--- src/rtl/wb_bus_pkg.sv ---
// Shared types and constants for the user-project Wishbone transaction controller.
package wb_bus_pkg;

    typedef enum logic [1:0] {
        ST_IDLE   = 2'd0,
        ST_ACCESS = 2'd1,
        ST_RESP   = 2'd2
    } state_e;

    localparam logic [1:0] ERR_NONE    = 2'd0;
    localparam logic [1:0] ERR_DECODE  = 2'd1;
    localparam logic [1:0] ERR_TIMEOUT = 2'd2;

    localparam int unsigned DATA_W   = 32;
    localparam int unsigned MADR_W   = 16;
    localparam int unsigned SLOT_LSB = 16;
    localparam int unsigned SLOT_W   = 4;
    localparam int unsigned WIN_LSB  = 20;
    localparam int unsigned WIN_W    = 12;
    localparam int unsigned CNT_W    = 16;

endpackage

--- src/rtl/wb_timeout_counter.sv ---
// Per-access cycle counter; flags the cycle on which a slot has used up its ack budget.
module wb_timeout_counter
    import wb_bus_pkg::*;
#(
    parameter int unsigned TIMEOUT = 255
) (
    input  logic clk_i,
    input  logic rst_ni,
    input  logic clr_i,
    input  logic en_i,
    output logic expired_c_o
);

    logic [CNT_W-1:0] cnt_q;
    logic [CNT_W-1:0] cnt_d;

    always_comb begin
        cnt_d = cnt_q;
        if (clr_i) begin
            cnt_d = '0;
        end else if (en_i) begin
            cnt_d = cnt_q + CNT_W'(1);
        end
    end

    always_ff @(posedge clk_i or negedge rst_ni) begin
        if (!rst_ni) begin
            cnt_q <= '0;
        end else begin
            cnt_q <= cnt_d;
        end
    end

    // Counter holds (cycles spent in access - 1), so this fires on the TIMEOUT-th cycle.
    assign expired_c_o = en_i && (cnt_q == CNT_W'(TIMEOUT - 1));

endmodule

--- src/rtl/wb_bus_ctrl.sv ---
// Decodes management-side Wishbone requests onto N_SLAVES peripheral slots, one outstanding
// access at a time, terminating unmapped or hung accesses with an error response.
module wb_bus_ctrl
    import wb_bus_pkg::*;
#(
    parameter int unsigned N_SLAVES  = 4,
    parameter logic [31:0] BASE_ADDR = 32'h3000_0000,
    parameter int unsigned TIMEOUT   = 255,
    parameter logic [31:0] ERR_DATA  = 32'hDEAD_BEEF
) (
    input  logic                       wb_clk_i,
    input  logic                       wb_rst_ni,
    input  logic                       wbs_stb_i,
    input  logic                       wbs_cyc_i,
    input  logic                       wbs_we_i,
    input  logic [3:0]                 wbs_sel_i,
    input  logic [31:0]                wbs_adr_i,
    input  logic [31:0]                wbs_dat_i,
    output logic [31:0]                wbs_dat_o,
    output logic                       wbs_ack_o,
    output logic [N_SLAVES-1:0]        m_cyc_o,
    output logic [N_SLAVES-1:0]        m_stb_o,
    output logic                       m_we_o,
    output logic [3:0]                 m_sel_o,
    output logic [15:0]                m_adr_o,
    output logic [31:0]                m_dat_o,
    input  logic [32*N_SLAVES-1:0]     m_dat_i,
    input  logic [N_SLAVES-1:0]        m_ack_i,
    input  logic                       err_clr_i,
    output logic                       err_o,
    output logic [1:0]                 err_code_o,
    output logic                       err_irq_o
);

    state_e                state_q;
    logic [SLOT_W-1:0]     slot_q;
    logic [N_SLAVES-1:0]   m_stb_q;
    logic                  m_we_q;
    logic [3:0]            m_sel_q;
    logic [MADR_W-1:0]     m_adr_q;
    logic [DATA_W-1:0]     m_dat_q;
    logic                  wbs_ack_q;
    logic [DATA_W-1:0]     wbs_dat_q;
    logic                  err_q;
    logic [1:0]            err_code_q;
    logic                  err_irq_q;

    logic [SLOT_W-1:0]     slot_c;
    logic                  req_c;
    logic                  hit_c;
    logic [N_SLAVES-1:0]   slot_oh_c;
    logic [DATA_W-1:0]     rdata_c;
    logic                  ack_sel_c;
    logic                  expired_c;

    assign slot_c = wbs_adr_i[SLOT_LSB +: SLOT_W];
    assign req_c  = wbs_cyc_i & wbs_stb_i;
    assign hit_c  = (wbs_adr_i[WIN_LSB +: WIN_W] == BASE_ADDR[WIN_LSB +: WIN_W])
                 && (32'(slot_c) < N_SLAVES);

    // Request slot one-hot, and read data / ack muxed from the slot already in flight.
    always_comb begin
        slot_oh_c = '0;
        rdata_c   = '0;
        ack_sel_c = 1'b0;
        for (int k = 0; k < int'(N_SLAVES); k++) begin
            slot_oh_c[k] = (slot_c == SLOT_W'(k));
            if (slot_q == SLOT_W'(k)) begin
                rdata_c   = m_dat_i[32*k +: 32];
                ack_sel_c = m_ack_i[k];
            end
        end
    end

    wb_timeout_counter #(
        .TIMEOUT (TIMEOUT)
    ) u_tmo (
        .clk_i       (wb_clk_i),
        .rst_ni      (wb_rst_ni),
        .clr_i       (state_q != ST_ACCESS),
        .en_i        (state_q == ST_ACCESS),
        .expired_c_o (expired_c)
    );

    always_ff @(posedge wb_clk_i or negedge wb_rst_ni) begin
        if (!wb_rst_ni) begin
            state_q    <= ST_IDLE;
            slot_q     <= '0;
            m_stb_q    <= '0;
            m_we_q     <= 1'b0;
            m_sel_q    <= '0;
            m_adr_q    <= '0;
            m_dat_q    <= '0;
            wbs_ack_q  <= 1'b0;
            wbs_dat_q  <= '0;
            err_q      <= 1'b0;
            err_code_q <= ERR_NONE;
            err_irq_q  <= 1'b0;
        end else begin
            wbs_ack_q <= 1'b0;
            wbs_dat_q <= '0;
            err_irq_q <= 1'b0;
            // A new error later in this block overrides the clear.
            if (err_clr_i) begin
                err_q      <= 1'b0;
                err_code_q <= ERR_NONE;
            end
            case (state_q)
                ST_IDLE: begin
                    if (req_c) begin
                        m_we_q  <= wbs_we_i;
                        m_sel_q <= wbs_sel_i;
                        m_adr_q <= wbs_adr_i[MADR_W-1:0];
                        m_dat_q <= wbs_dat_i;
                        slot_q  <= slot_c;
                        if (hit_c) begin
                            m_stb_q <= slot_oh_c;
                            state_q <= ST_ACCESS;
                        end else begin
                            wbs_ack_q  <= 1'b1;
                            wbs_dat_q  <= ERR_DATA;
                            err_q      <= 1'b1;
                            err_code_q <= ERR_DECODE;
                            err_irq_q  <= 1'b1;
                            state_q    <= ST_RESP;
                        end
                    end
                end
                ST_ACCESS: begin
                    if (!wbs_cyc_i) begin
                        m_stb_q <= '0;
                        state_q <= ST_IDLE;
                    end else if (ack_sel_c) begin
                        m_stb_q   <= '0;
                        wbs_ack_q <= 1'b1;
                        wbs_dat_q <= m_we_q ? '0 : rdata_c;
                        state_q   <= ST_RESP;
                    end else if (expired_c) begin
                        m_stb_q    <= '0;
                        wbs_ack_q  <= 1'b1;
                        wbs_dat_q  <= ERR_DATA;
                        err_q      <= 1'b1;
                        err_code_q <= ERR_TIMEOUT;
                        err_irq_q  <= 1'b1;
                        state_q    <= ST_RESP;
                    end
                end
                ST_RESP: state_q <= ST_IDLE;
                default: state_q <= ST_IDLE;
            endcase
        end
    end

    assign wbs_dat_o  = wbs_dat_q;
    assign wbs_ack_o  = wbs_ack_q;
    assign m_cyc_o    = m_stb_q;
    assign m_stb_o    = m_stb_q;
    assign m_we_o     = m_we_q;
    assign m_sel_o    = m_sel_q;
    assign m_adr_o    = m_adr_q;
    assign m_dat_o    = m_dat_q;
    assign err_o      = err_q;
    assign err_code_o = err_code_q;
    assign err_irq_o  = err_irq_q;

endmodule

--- config.mk ---
export PLATFORM = sky130hd
export DESIGN_NAME = wb_bus_ctrl
export DESIGN_NICKNAME = d
export VERILOG_FILES = /design/src/rtl/wb_bus_pkg.sv /design/src/rtl/wb_timeout_counter.sv /design/src/rtl/wb_bus_ctrl.sv
export SDC_FILE = /design/constraint.sdc
export NUM_CORES = 1
export LEC_CHECK = 0
export BUFFER_PORTS_ARGS = -buffer_cell sky130_fd_sc_hd__buf_2
export CORE_AREA = 2 2 118 120
export CTS_CLUSTER_DIAMETER = 150
export DETAILED_ROUTE_END_ITERATION = 16
export DIE_AREA = 0 0 120 122
export PLACE_DENSITY = 0.84
export SETUP_SLACK_MARGIN = 0.2
export SLEW_MARGIN = 10
export SYNTH_ARGS = -nofsm -noshare
export SYNTH_HDL_FRONTEND = slang
export SYNTH_SLANG_ARGS = --single-unit
--- constraint.sdc ---
create_clock -name wb_clk_i -period 2.9 [get_ports wb_clk_i]
set_input_delay 0.145 -clock wb_clk_i [delete_from_list [all_inputs] [get_ports wb_clk_i]]
set_output_delay 0.145 -clock wb_clk_i [all_outputs]
set_load 0.02 [all_outputs]
==> impl_metrics.json <==
{
  "ys_seq_elements": 116,
  "row_count": 43,
  "finalSetupTns_ps": 0,
  "syn_nets": 645,
  "area_growth_pct": 52.6,
  "synthDistinctLibCells": 46,
  "worstSetupStartpointType": "register",
  "period_minus_slack_ps": 2310,
  "synth-compound-area-share_pct": 12.9,
  "status": "finished, final reports clean",
  "dieWidth_um": 120,
  "ys_async_sr_fraction_pct": 100,
  "coreArea_mm2": 0.0135,
  "numCtsBuffers": 17,
  "drv_slew": 0,
  "setup_viol": 0,
  "yosys.area_share.simple_pct": 10.8,
  "avgRoutedWirePerCell_um": 16.9,
  "cp_max_fo": 26,
  "hold_class": "input port to register",
  "die-height_um": 122,
  "pin_count": 304,
  "fin_ws_ps": 594,
  "ctsResizeCount": 0,
  "h-tree-depth": 4,
  "clockRootBuffer": "clkbuf_16",
  "drv_cap": 0,
  "first_pass_iters": 4,
  "num-nets-final": 994,
  "tightestPinTransition_ps": 919,
  "worstRegToRegCells": 5,
  "io_buffers": 303,
  "slew_headroom_pct": 38.7,
  "antenna_cells": 0,
  "reg2reg_to": "wbs_dat_o[27]",
  "grt_pass1_wl_mm": 25.1,
  "syn_inst": 437,
  "worstPathRequired_ps": 3210,
  "muxShareOfSynthArea_pct": 15.4,
  "antenna_found_initial": 0,
  "path_class": "register to register",
  "avgSynthCellArea_um2": 12.2,
  "drc": 0,
  "yosysSeqAreaShare_pct": 54.5,
  "hold_violations": 0,
  "fin_skew_ps": 7.99,
  "floorplan.initialDensity_pct": 39.4,
  "rsz0062_at_grt": "false",
  "drive_above_1_share_pct": 52.6,
  "end_kind": "register",
  "yosys_most_used_dff": "dfrtp_1",
  "detail-route-antenna-nets": 0,
  "syn_area_mm2": 0.00533,
  "drt-initial-drc-count": 216,
  "synth_edf_count": 0,
  "reg2reg_slack_ps": 590,
  "fmaxAchievable_ghz": 0.434,
  "synth_top_family_by_area": "multiplexers",
  "cts.sink_count": 116,
  "reg2reg_from": "slot_q[0]",
  "grt-ovfl-total": 0,
  "dp_hpwl_mm": 12.0,
  "vias": 4960,
  "cts_tree": "done",
  "synth_xor_area_share_pct": 1.97,
  "gp_congestion": 0.909,
  "arrival_ps": 2610,
  "grt_pass1_vias": 5055,
  "wl_mm": 16.6,
  "dieArea_mm2": 0.0146,
  "p_leak_nw": 4.05,
  "crit_end": "wbs_dat_o[27]",
  "clockBufferDepth": 2,
  "clk_latency_ps": 400,
  "ir_drop_uv": 388,
  "vias_per_cell": 5.07,
  "grt_max_degree": 61,
  "grt_use_total_pct": 22.4,
  "dpl_worst_slack_ps": 561,
  "yosys_warnings": 0,
  "p_per_area_mw_per_mm2": 638,
  "fin_crit_sh_pct": 79.5,
  "critPathLaunch": "slot_q[0]",
  "clk_pin_slew_ps": 50,
  "synthAdderAreaFrac_pct": 0.470
}
==> logic make-up (layout without fill, tap and decap cells) <==
group | after synthesis | in the layout
compound gates | 94 | 94
xor+xnor | 12 | 12
fa+ha+maj | 2 | 2
buf+inv | 42 | 404
flops | 116 | 116
mux | 67 | 67
simple gates | 104 | 104
==> through the flow <==
step / instances / hold slack, ps / utilization (%) / power (mW) / area, um2
5_1_grt: 979 / 6.61 / 60.2 / 5.40 / 8130
3_3_place_gp: 892 / 259 / 51.6 / 2.95 / 6960
4_1_cts: 979 / 4.37 / 60.2 / 5.22 / 8130
3_5_place_dp: 892 / 263 / 51.6 / 2.99 / 6960
2_1_floorplan: 437 / -151 / - / 2.55 / 5330
6_report: 979 / 12.5 / 60.2 / 5.18 / 8130
==> registers in the layout, summed over array words and instances (netlist names) <==
register	count
err_o	1
slot_q	4
m_dat_o	32
m_adr_o	16
m_we_o	1
u_tmo.cnt_q	16
err_irq_o	1
m_cyc_o	4
state_q	2
err_code_o	2
m_sel_o	4
wbs_dat_o	32
wbs_ack_o	1
==> critical path, stage by stage, from the launching register on <==
cell	delay, ps
dfrtp_1	680
nor2_1	100
o21ai_0	280
a32o_2	330
nand2_1	470
o21ai_0	350
==> cell type report <==
cell class / instances / area [um2]
Fill cell: 1128 / 5380
Multi-Input combinational cell: 279 / 2220
Tap cell: 180 / 225
Clock inverter: 14 / 186
Timing Repair Buffer: 363 / 2130
Sequential cell: 116 / 2900
Clock buffer: 18 / 429
Inverter: 9 / 33.8
==> Yosys cell counts, types with 4 or more instances <==
cell      number  area, um2
dfrtp_1      116       2900
mux2_2        61        687
o21ai_0       27        135
nor2_1        23       86.3
nor2b_1       23        144
a211o_1       22        193
o221ai_1      22        193
clkbuf_1      15       56.3
nand2_1       12       45.0
buf_2         10       50.1
inv_1          9       33.8
xor2_1         9       78.8
nor3_1         7       35.0
and3_2         6       45.0
mux4_2         6        135
nand3_1        6       30.0
buf_4          5       37.5
nand4_1        5       31.3
o22ai_1        5       31.3
a21oi_1        4       20.0
o21ai_1        4       20.0
or3_1          4       25.0
==> how the worst min path moves through the flow <==
stage	from	to	slack, ps	cells past startpoint
4_1_cts	wbs_adr_i[18]	slot_q[2]	4	2
6_report	wbs_adr_i[18]	slot_q[2]	10	2
3_3_place_gp	wb_rst_ni	m_adr_o[0]	260	1
2_1_floorplan	wb_rst_ni	err_code_o[0]	-150	0
5_1_grt	wbs_adr_i[18]	slot_q[2]	7	2
3_5_place_dp	wb_rst_ni	m_adr_o[0]	260	1
==> layout by cell type, fill, tap and decap left out, types with 6 or more instances in the layout <==
| cell | netlist | final |
|---|---|---|
| inv_1 | 9 | 9 |
| nand2_1 | 12 | 12 |
| nor2b_1 | 23 | 23 |
| and3_2 | 6 | 6 |
| a211o_1 | 22 | 22 |
| o21ai_0 | 27 | 27 |
| nor2_1 | 23 | 23 |
| mux4_2 | 6 | 6 |
| clkbuf_16 | 0 | 17 |
| buf_2 | 10 | 302 |
| nand3_1 | 6 | 6 |
| dlygate4sd3_1 | 0 | 55 |
| xor2_1 | 9 | 9 |
| o221ai_1 | 22 | 22 |
| nor3_1 | 7 | 6 |
| dfrtp_1 | 116 | 115 |
| mux2_2 | 61 | 61 |
==> per-layer routing <==
layer | up-vias | global-route usage [%] | part of all wire [%]
li1 | 2305 | - | -
met2 | 225 | 41.4 | 54
met1 | 2394 | 24.4 | 37
met5 | - | 0 | 0
met4 | 0 | 9.63 | 3.0
met3 | 36 | 5.43 | 5.8
==> report_power, final <==
group	switching, mW	total (mW)	leakage [nW]	internal, mW
sequential	0.111	1.90	1.47	1.79
combinational	0.597	1.13	2.29	0.534
clock	0.727	2.16	0.288	1.43
==> what timing repair did <==
action | CTS | global route
buffers inserted | 0 | 0
hold endpoints to repair | 113 | 0
hold buffers | 55 | 0
Note: power is estimated with default switching activity, not from simulation.
